File: config.mk
export PLATFORM = sky130hd
export DESIGN_NAME = sdr_pixel_writer
export DESIGN_NICKNAME = d
export VERILOG_FILES = /design/src/rtl/sdr_pixel_writer.sv
export SDC_FILE = /design/constraint.sdc
export NUM_CORES = 1
export LEC_CHECK = 0
export CORE_ASPECT_RATIO = 0.5
export CORE_UTILIZATION = 32
export CTS_BUF_LIST = sky130_fd_sc_hd__clkbuf_4 sky130_fd_sc_hd__clkbuf_8
export CTS_CLUSTER_DIAMETER = 30
export CTS_CLUSTER_SIZE = 14
export DETAILED_ROUTE_END_ITERATION = 6
export GPL_TIMING_DRIVEN = 0
export HOLD_SLACK_MARGIN = 0.02
export MAX_ROUTING_LAYER = met4
export PLACE_DENSITY = 0.52
export SLEW_MARGIN = 10
export SYNTH_ARGS = -nofsm -noshare
export SYNTH_HDL_FRONTEND = slang
export SYNTH_SLANG_ARGS = --single-unit
File: constraint.sdc
create_clock -name clk_lcd -period 1.5 [get_ports clk_lcd]
set_clock_uncertainty 0.05 [all_clocks]
set_input_delay 0.3 -clock clk_lcd [delete_from_list [all_inputs] [get_ports clk_lcd]]
set_output_delay 0.3 -clock clk_lcd [all_outputs]
set_load 0.02 [all_outputs]
File: src/rtl/sdr_pixel_writer.sv
// rtl/sdr_pixel_writer.sv - packs 24-bit pixels four per 96-bit word for the SDRAM write port
module sdr_pixel_writer #(
  parameter int FRAME_WORDS = 32640
) (
  input  logic        clk_lcd,
  input  logic        lcd_rst,
  input  logic        frame_start,
  input  logic        pix_valid,
  input  logic [23:0] pix_data,
  output logic [95:0] wr_data,
  output logic        wr_valid,
  input  logic        wr_ready,
  output logic        sdr_addr_set,
  output logic        frame_done,
  output logic        overflow
);

  localparam int CW = $clog2(FRAME_WORDS + 1);
  localparam logic [CW-1:0] LAST = CW'(FRAME_WORDS);

  typedef enum logic {IDLE, ACTIVE} state_t;

  state_t      state_q, state_d;
  logic [1:0]  slot_q, slot_d;
  logic [CW-1:0] word_cnt_q, word_cnt_d;
  logic [95:0] asm_q, asm_d;
  logic [95:0] wr_data_q, wr_data_d;
  logic        wr_valid_q, wr_valid_d;
  logic        sdr_addr_set_q, sdr_addr_set_d;
  logic        frame_done_q, frame_done_d;
  logic        overflow_q, overflow_d;
  logic        hs;
  logic [23:0] pix_sw;

  assign wr_data      = wr_data_q;
  assign wr_valid     = wr_valid_q;
  assign sdr_addr_set = sdr_addr_set_q;
  assign frame_done   = frame_done_q;
  assign overflow     = overflow_q;

  // Next-state: frame_start overrides everything, else handshake bookkeeping then pixel packing
  always_comb begin
    state_d        = state_q;
    slot_d         = slot_q;
    word_cnt_d     = word_cnt_q;
    asm_d          = asm_q;
    wr_data_d      = wr_data_q;
    wr_valid_d     = wr_valid_q;
    sdr_addr_set_d = 1'b0;
    frame_done_d   = 1'b0;
    overflow_d     = overflow_q;
    hs             = wr_valid_q && wr_ready;
    // Pixel arrives as {R,G,B} but is stored as {B,G,R} in its slot
    pix_sw         = {pix_data[7:0], pix_data[15:8], pix_data[23:16]};

    if (frame_start) begin
      // A handshake in this cycle belongs to no frame, so it is not counted
      state_d        = ACTIVE;
      slot_d         = 2'd0;
      word_cnt_d     = '0;
      wr_valid_d     = 1'b0;
      overflow_d     = 1'b0;
      sdr_addr_set_d = 1'b1;
      if (pix_valid) begin
        asm_d[95:72] = pix_sw;
        slot_d       = 2'd1;
      end
    end else begin
      if (hs) begin
        wr_valid_d = 1'b0;
        if (word_cnt_q != LAST) begin
          word_cnt_d = word_cnt_q + 1'b1;
          if (word_cnt_q == LAST - 1'b1) begin
            frame_done_d = 1'b1;
            state_d      = IDLE;
          end
        end
      end
      if (state_q == ACTIVE && pix_valid) begin
        slot_d = slot_q + 2'd1;
        case (slot_q)
          2'd0: asm_d[95:72] = pix_sw;
          2'd1: asm_d[71:48] = pix_sw;
          2'd2: asm_d[47:24] = pix_sw;
          default: begin
            // Output register free (or emptying now) takes the word; otherwise it is lost
            if (!wr_valid_q || hs) begin
              wr_data_d  = {asm_q[95:24], pix_sw};
              wr_valid_d = 1'b1;
            end else begin
              overflow_d = 1'b1;
            end
          end
        endcase
      end
    end
  end

  // State register with synchronous active-high reset
  always_ff @(posedge clk_lcd) begin
    if (lcd_rst) begin
      state_q        <= IDLE;
      slot_q         <= 2'd0;
      word_cnt_q     <= '0;
      asm_q          <= '0;
      wr_data_q      <= '0;
      wr_valid_q     <= 1'b0;
      sdr_addr_set_q <= 1'b0;
      frame_done_q   <= 1'b0;
      overflow_q     <= 1'b0;
    end else begin
      state_q        <= state_d;
      slot_q         <= slot_d;
      word_cnt_q     <= word_cnt_d;
      asm_q          <= asm_d;
      wr_data_q      <= wr_data_d;
      wr_valid_q     <= wr_valid_d;
      sdr_addr_set_q <= sdr_addr_set_d;
      frame_done_q   <= frame_done_d;
      overflow_q     <= overflow_d;
    end
  end

endmodule

# --- Word-level counts from Yosys, hierarchy flattened ---
# Index checks and enable logic that the tools add are counted.
word_totals:
  inputBits: 29
  out_inout_bits: 100
  elab_cells: 62
  ff_bits: 190
classes:
  n_reduce_logical: 20
  mux: 19
  n_eq_ne: 5
  add_sub_neg: 2
  bitwise: 5
ops:
  columns: ["operator", "count"]
  rows:
  - ["$mux W24", 5]
  - ["$mux W72", 1]
  - ["$add A15 B1 Y15 const B", 1]
  - ["$eq A15 B15 Y1 const B", 1]
  - ["$ne A15 B15 Y1 const B", 1]
  - ["$reduce_and A3 Y1", 5]
  - ["$mux W1", 11]
  - ["$reduce_bool A2 Y1", 5]
  - ["$not A1 Y1", 5]
  - ["$mux W2", 2]
  - ["$reduce_and A4 Y1", 1]
  - ["$reduce_or A4 Y1", 1]
  - ["$reduce_or A3 Y1", 1]
  - ["$add A2 B1 Y2 const B", 1]
  - ["$eq A2 B1 Y1 const B", 1]
  - ["$eq A2 B2 Y1 const B", 1]
  - ["$logic_and A1 B1 Y1", 2]
  - ["$logic_not A2 Y1", 1]
  - ["$ne A2 B1 Y1 const B", 1]
  - ["$reduce_and A2 Y1", 1]
  - ["$reduce_or A2 Y1", 1]
  - ["$logic_not A1 Y1", 1]
  - ["$logic_or A1 B1 Y1", 1]

# --- Logic depth before layout (Yosys ltp) ---
logic_depth:
  word_depth: 5
  depth_mapped: 8
  ltp_nobuf: 6

# --- Worst setup path before layout ---
# Ideal clock, no wire load.
synth_timing:
  path_kind: "flip-flop to flip-flop"
  startpoint: "reg wr_valid_q (netlist: wr_valid)"
  endpoint: "reg word_cnt_q[13]"
  setup_time_ps: 70
  arrival_ps: 1578
  synth_period_minus_slack_ps: 1698
  path_stages_with_launch: 5
  path_buffers: 0
  t_required_ps: 1380
  setup_slack_ps: -198
  cell_sequence: "dfxtp_1 -> nand2_1 -> or2_4 -> or4_1 -> a21oi_1"
synth_via:
  elab_chain_cells: 2
synth_lines:
  columns: ["element", "line", "source"]
  rows:
  - ["from (decl)", "28", "logic wr_valid_q, wr_valid_d;"]
  - ["from (signal assigned)", "117", "wr_valid_q <= wr_valid_d;"]
  - ["$logic_and A1 B1 Y1", "52", "hs = wr_valid_q && wr_ready;"]
  - ["$reduce_and A2 Y1 (no line)", null, null]
  - ["to (signal assigned)", "114", "word_cnt_q <= word_cnt_d;"]
  - ["to (decl)", "25", "logic [CW-1:0] word_cnt_q, word_cnt_d;"]
# No other way between the ends.
# A chain may end at the register's enable or synchronous reset.

# --- Worst setup path after layout ---
layout_timing:
  startpoint: "reg state_q"
  endpoint: "reg wr_data_q[85] (netlist: wr_data[85])"
layout_via:
  elab_chain_cells: 2
layout_lines:
  columns: ["element", "line", "source"]
  rows:
  - ["from (decl)", "23", "state_t state_q, state_d;"]
  - ["from (signal assigned)", "112", "state_q <= state_d;"]
  - ["$logic_and A1 B1 Y1", "79", "if (state_q == ACTIVE && pix_valid) begin"]
  - ["$reduce_and A4 Y1 (no line)", null, null]
  - ["to (signal assigned)", "116", "wr_data_q <= wr_data_d;"]
  - ["to (decl)", "27", "logic [95:0] wr_data_q, wr_data_d;"]
# No other way between the ends.

==> impl_metrics.json <==
{
  "critPathLaunchType": "flip-flop",
  "end_kind": "flip-flop",
  "yosys.cell_types.count": 41,
  "fin_setup_tns_ns": -2.968,
  "rr_endpoint": "wr_data[85]",
  "io_pins": 129,
  "finalCoreUtilization_pct": 52.39,
  "timing.final.ws_setup_ns": -0.1035,
  "drv_cap": 0,
  "hold_depth": 4,
  "slew_headroom_pct": 58.50,
  "syn-cell-area_mm2": 0.006998,
  "grt_pass1_vias": 6240,
  "fp-row-count": 37,
  "r2r_cells": 8,
  "grt_start_max_net_pins": 17,
  "nets": 1098,
  "routed_via_density": 4.933,
  "crit_type": "flip-flop to flip-flop",
  "yosys-top-cells-area": "dfxtp_1 54%, nand2_1 17%, a21oi_1 13%, nand4b_1 3.1%, clkbuf_1 2.0%",
  "numPlacedInstances": 1285,
  "initial_core_util_pct": 33.37,
  "cts.sinks": 190,
  "power_density_mw_per_mm2": 848.1,
  "via_count": 6738,
  "n_antenna_cell": 0,
  "synthCells": 865,
  "worst_skew_pair.late_latency_ns": 0.47,
  "grt_pass1_wl_um": 33610,
  "cts.htree.levels": 4,
  "stdcell_area_mm2": 0.01099,
  "die_x_um": 211.1,
  "regToRegStartpoint": "state_q",
  "die_h_um": 106.6,
  "worst_pin_slew_ns": 0.6225,
  "clk_pin_slew_ns": 0.10,
  "core_area_mm2": 0.02097,
  "syn-num-nets": 900,
  "leakage_nw": 4.554,
  "cts_hold_buf": 0,
  "status": "finished, violations left",
  "root_buffer": "clkbuf_8",
  "synth_seq_cells": 190,
  "synth_seq_area_share_pct": 54.35,
  "tritoncts": "yes",
  "place_congestion": 0.8496,
  "yosys.area.top_type": "dfxtp_1",
  "hp-class": "input pin to flip-flop",
  "drt-pass1-iter-count": 5,
  "synth_top_area_share_pct": 54.35,
  "reg2reg_slack_ns": -0.10,
  "placed_cell_area_mm2": 0.008653,
  "grt_overflow": 0,
  "slew_viol_final": 0,
  "syn_avg_cell_area_um2": 8.090,
  "hold_start": "wr_ready",
  "area_growth_pct": 57.00,
  "cp.arrival_ns": 1.96,
  "numCtsBuffers": 17,
  "crit_required_ns": 1.86,
  "die_area_mm2": 0.02250,
  "peakVddDrop_uv": 655.1,
  "rsz0062_at_grt": "true",
  "clock.fmax_ghz": 0.6236,
  "fin_crit_ns": 1.603,
  "path_max_fanout": 5,
  "antenna_found_initial": 0,
  "violations": "negative setup slack",
  "cts_buffer_depth": 2,
  "initialDrtViolationCount": 283,
  "wire_per_inst_um": 17.08,
  "postRouteAntennaNets": 0,
  "routed_wl_um": 23330,
  "dpl.hpwl_um": 15560,
  "port-buffer-count": 128,
  "grt_usage_pct": 20.25,
  "setup_viol": 67,
  "min_to": "word_cnt_q[1]",
  "period_share_pct": 106.9,
  "drive_above_1_share_pct": 43.20,
  "fin_cells": 1366,
  "yosys_warnings": 0,
  "detail_route.drc_violations": 0,
  "hold_violations": 0
}
==> critical path, cell delays in order, from the launching register on <==
cell and delay, ns:
dfxtp_4 0.36, and3b_2 0.25, and3_4 0.20, buf_8 0.13, buf_12 0.14, buf_12 0.11
buf_16 0.12, nand2_4 0.05, a21oi_2 0.13
==> layer usage <==
layer  part of all wire, %  global-route usage, %  vias up
met3                   4.4                  3.427       24
met1                    47                  26.76     3310
met2                    47                  32.07      127
met5                     0                      -        -
li1                      -                      -     3277
met4                   1.3                  5.280        0
==> timing repair <==
item                       4_1_cts  5_1_grt
setup endpoints to repair      278      227
buffers inserted                26       19
hold endpoints to repair         0        0
resized for setup              415      364
gates cloned                     7        9
pin swaps                       30      108
==> cell usage after synthesis, drive strengths merged <==
cell and n:
nand2 326, dfxtp 190, a21oi 178, clkbuf 38
nand4b 25, buf 24, nor2 11, nand3 8
inv 7, ha 6, nand4 5, o31ai 5
or4 5, nor4 4, xnor2 4, and2 3
o21ai 3, or3 3, xor2 3, nor2b 2
nor3 2, or2 2, a21o 1, a31o 1
a31oi 1, a41o 1, and3 1, and3b 1
and4 1, nand2b 1, nand4bb 1, o211ai 1
o21a 1
==> layout make-up <==
cell class / count / area (um2)
tap: 292 / 365.4
clock buffer: 19 / 261.5
sequential: 190 / 3867
fill: 1966 / 9985
buffer: 59 / 561.8
timing repair buffer: 182 / 1785
multi-input combinational: 606 / 3959
inverter: 7 / 28.78
clock inverter: 11 / 157.7
==> report_power, final <==
part	internal (mW)	total [mW]	switching [mW]
logic	0.222	0.579	0.357
clock network	1.74	3.64	1.89
registers	5.06	5.10	0.0420
==> worst max-delay path by stage <==
stage                               from             to  slack, ns  cells past startpoint
after floorplan                slot_q[0]      asm_q[75]      -0.07                      7
after global placement           lcd_rst    wr_data[19]      -0.97                      5
after detailed placement         lcd_rst    wr_data[20]       -1.0                      5
after CTS                  word_cnt_q[4]  word_cnt_q[2]      -0.11                      6
after global routing      word_cnt_q[10]  word_cnt_q[2]      -0.16                      7
final                            state_q    wr_data[85]      -0.10                      8
==> per-stage QoR <==
stage / power, mW / worst slack (ns) / hold slack (ns)
after floorplan: 5.422 / -0.06870 / 0.3821
after global placement: 5.659 / -0.9652 / 0.3917
after detailed placement: 5.661 / -0.9951 / 0.3954
after CTS: 9.288 / -0.1113 / 0.3432
after global routing: 9.637 / -0.1593 / 0.3069
final: 9.318 / -0.1035 / 0.3056
==> kinds of logic after synthesis <==
kind of cell / Yosys count / share of synthesized area, %
AO/OA/AOI/OAI: 192 / 14.16
XOR/XNOR: 7 / 0.8761
adder cells (fa/ha/maj): 6 / 1.073
buffers and inverters: 69 / 4.363
flip-flops: 190 / 54.35
AND/OR/NAND/NOR: 401 / 25.17
==> flip-flops by register name, indices dropped and copies added, names as in the netlist <==
| name | cells |
|---|---|
| wr_data | 96 |
| slot_q | 2 |
| frame_done | 1 |
| asm_q | 72 |
| word_cnt_q | 15 |
| wr_valid | 1 |
| overflow | 1 |
| state_q | 1 |
| sdr_addr_set | 1 |
==> cells in the final DEF (no fill, tap or decap), drive strengths merged, types with 3 or more instances in the layout <==
master	n
clkinvlp	4
nand4b	25
xnor2	4
ha	6
o21ai	3
a21oi	178
or3	3
bufinv	3
nor4	4
nand3	8
nand4	5
clkdlybuf4s50	25
clkbuf	105
o31ai	5
inv	10
buf	80
clkdlybuf4s15	47
nor2	11
or4	5
and2	3
nand2	326
xor2	3
dfxtp	190
Note: power is estimated with default switching activity, not from simulation.
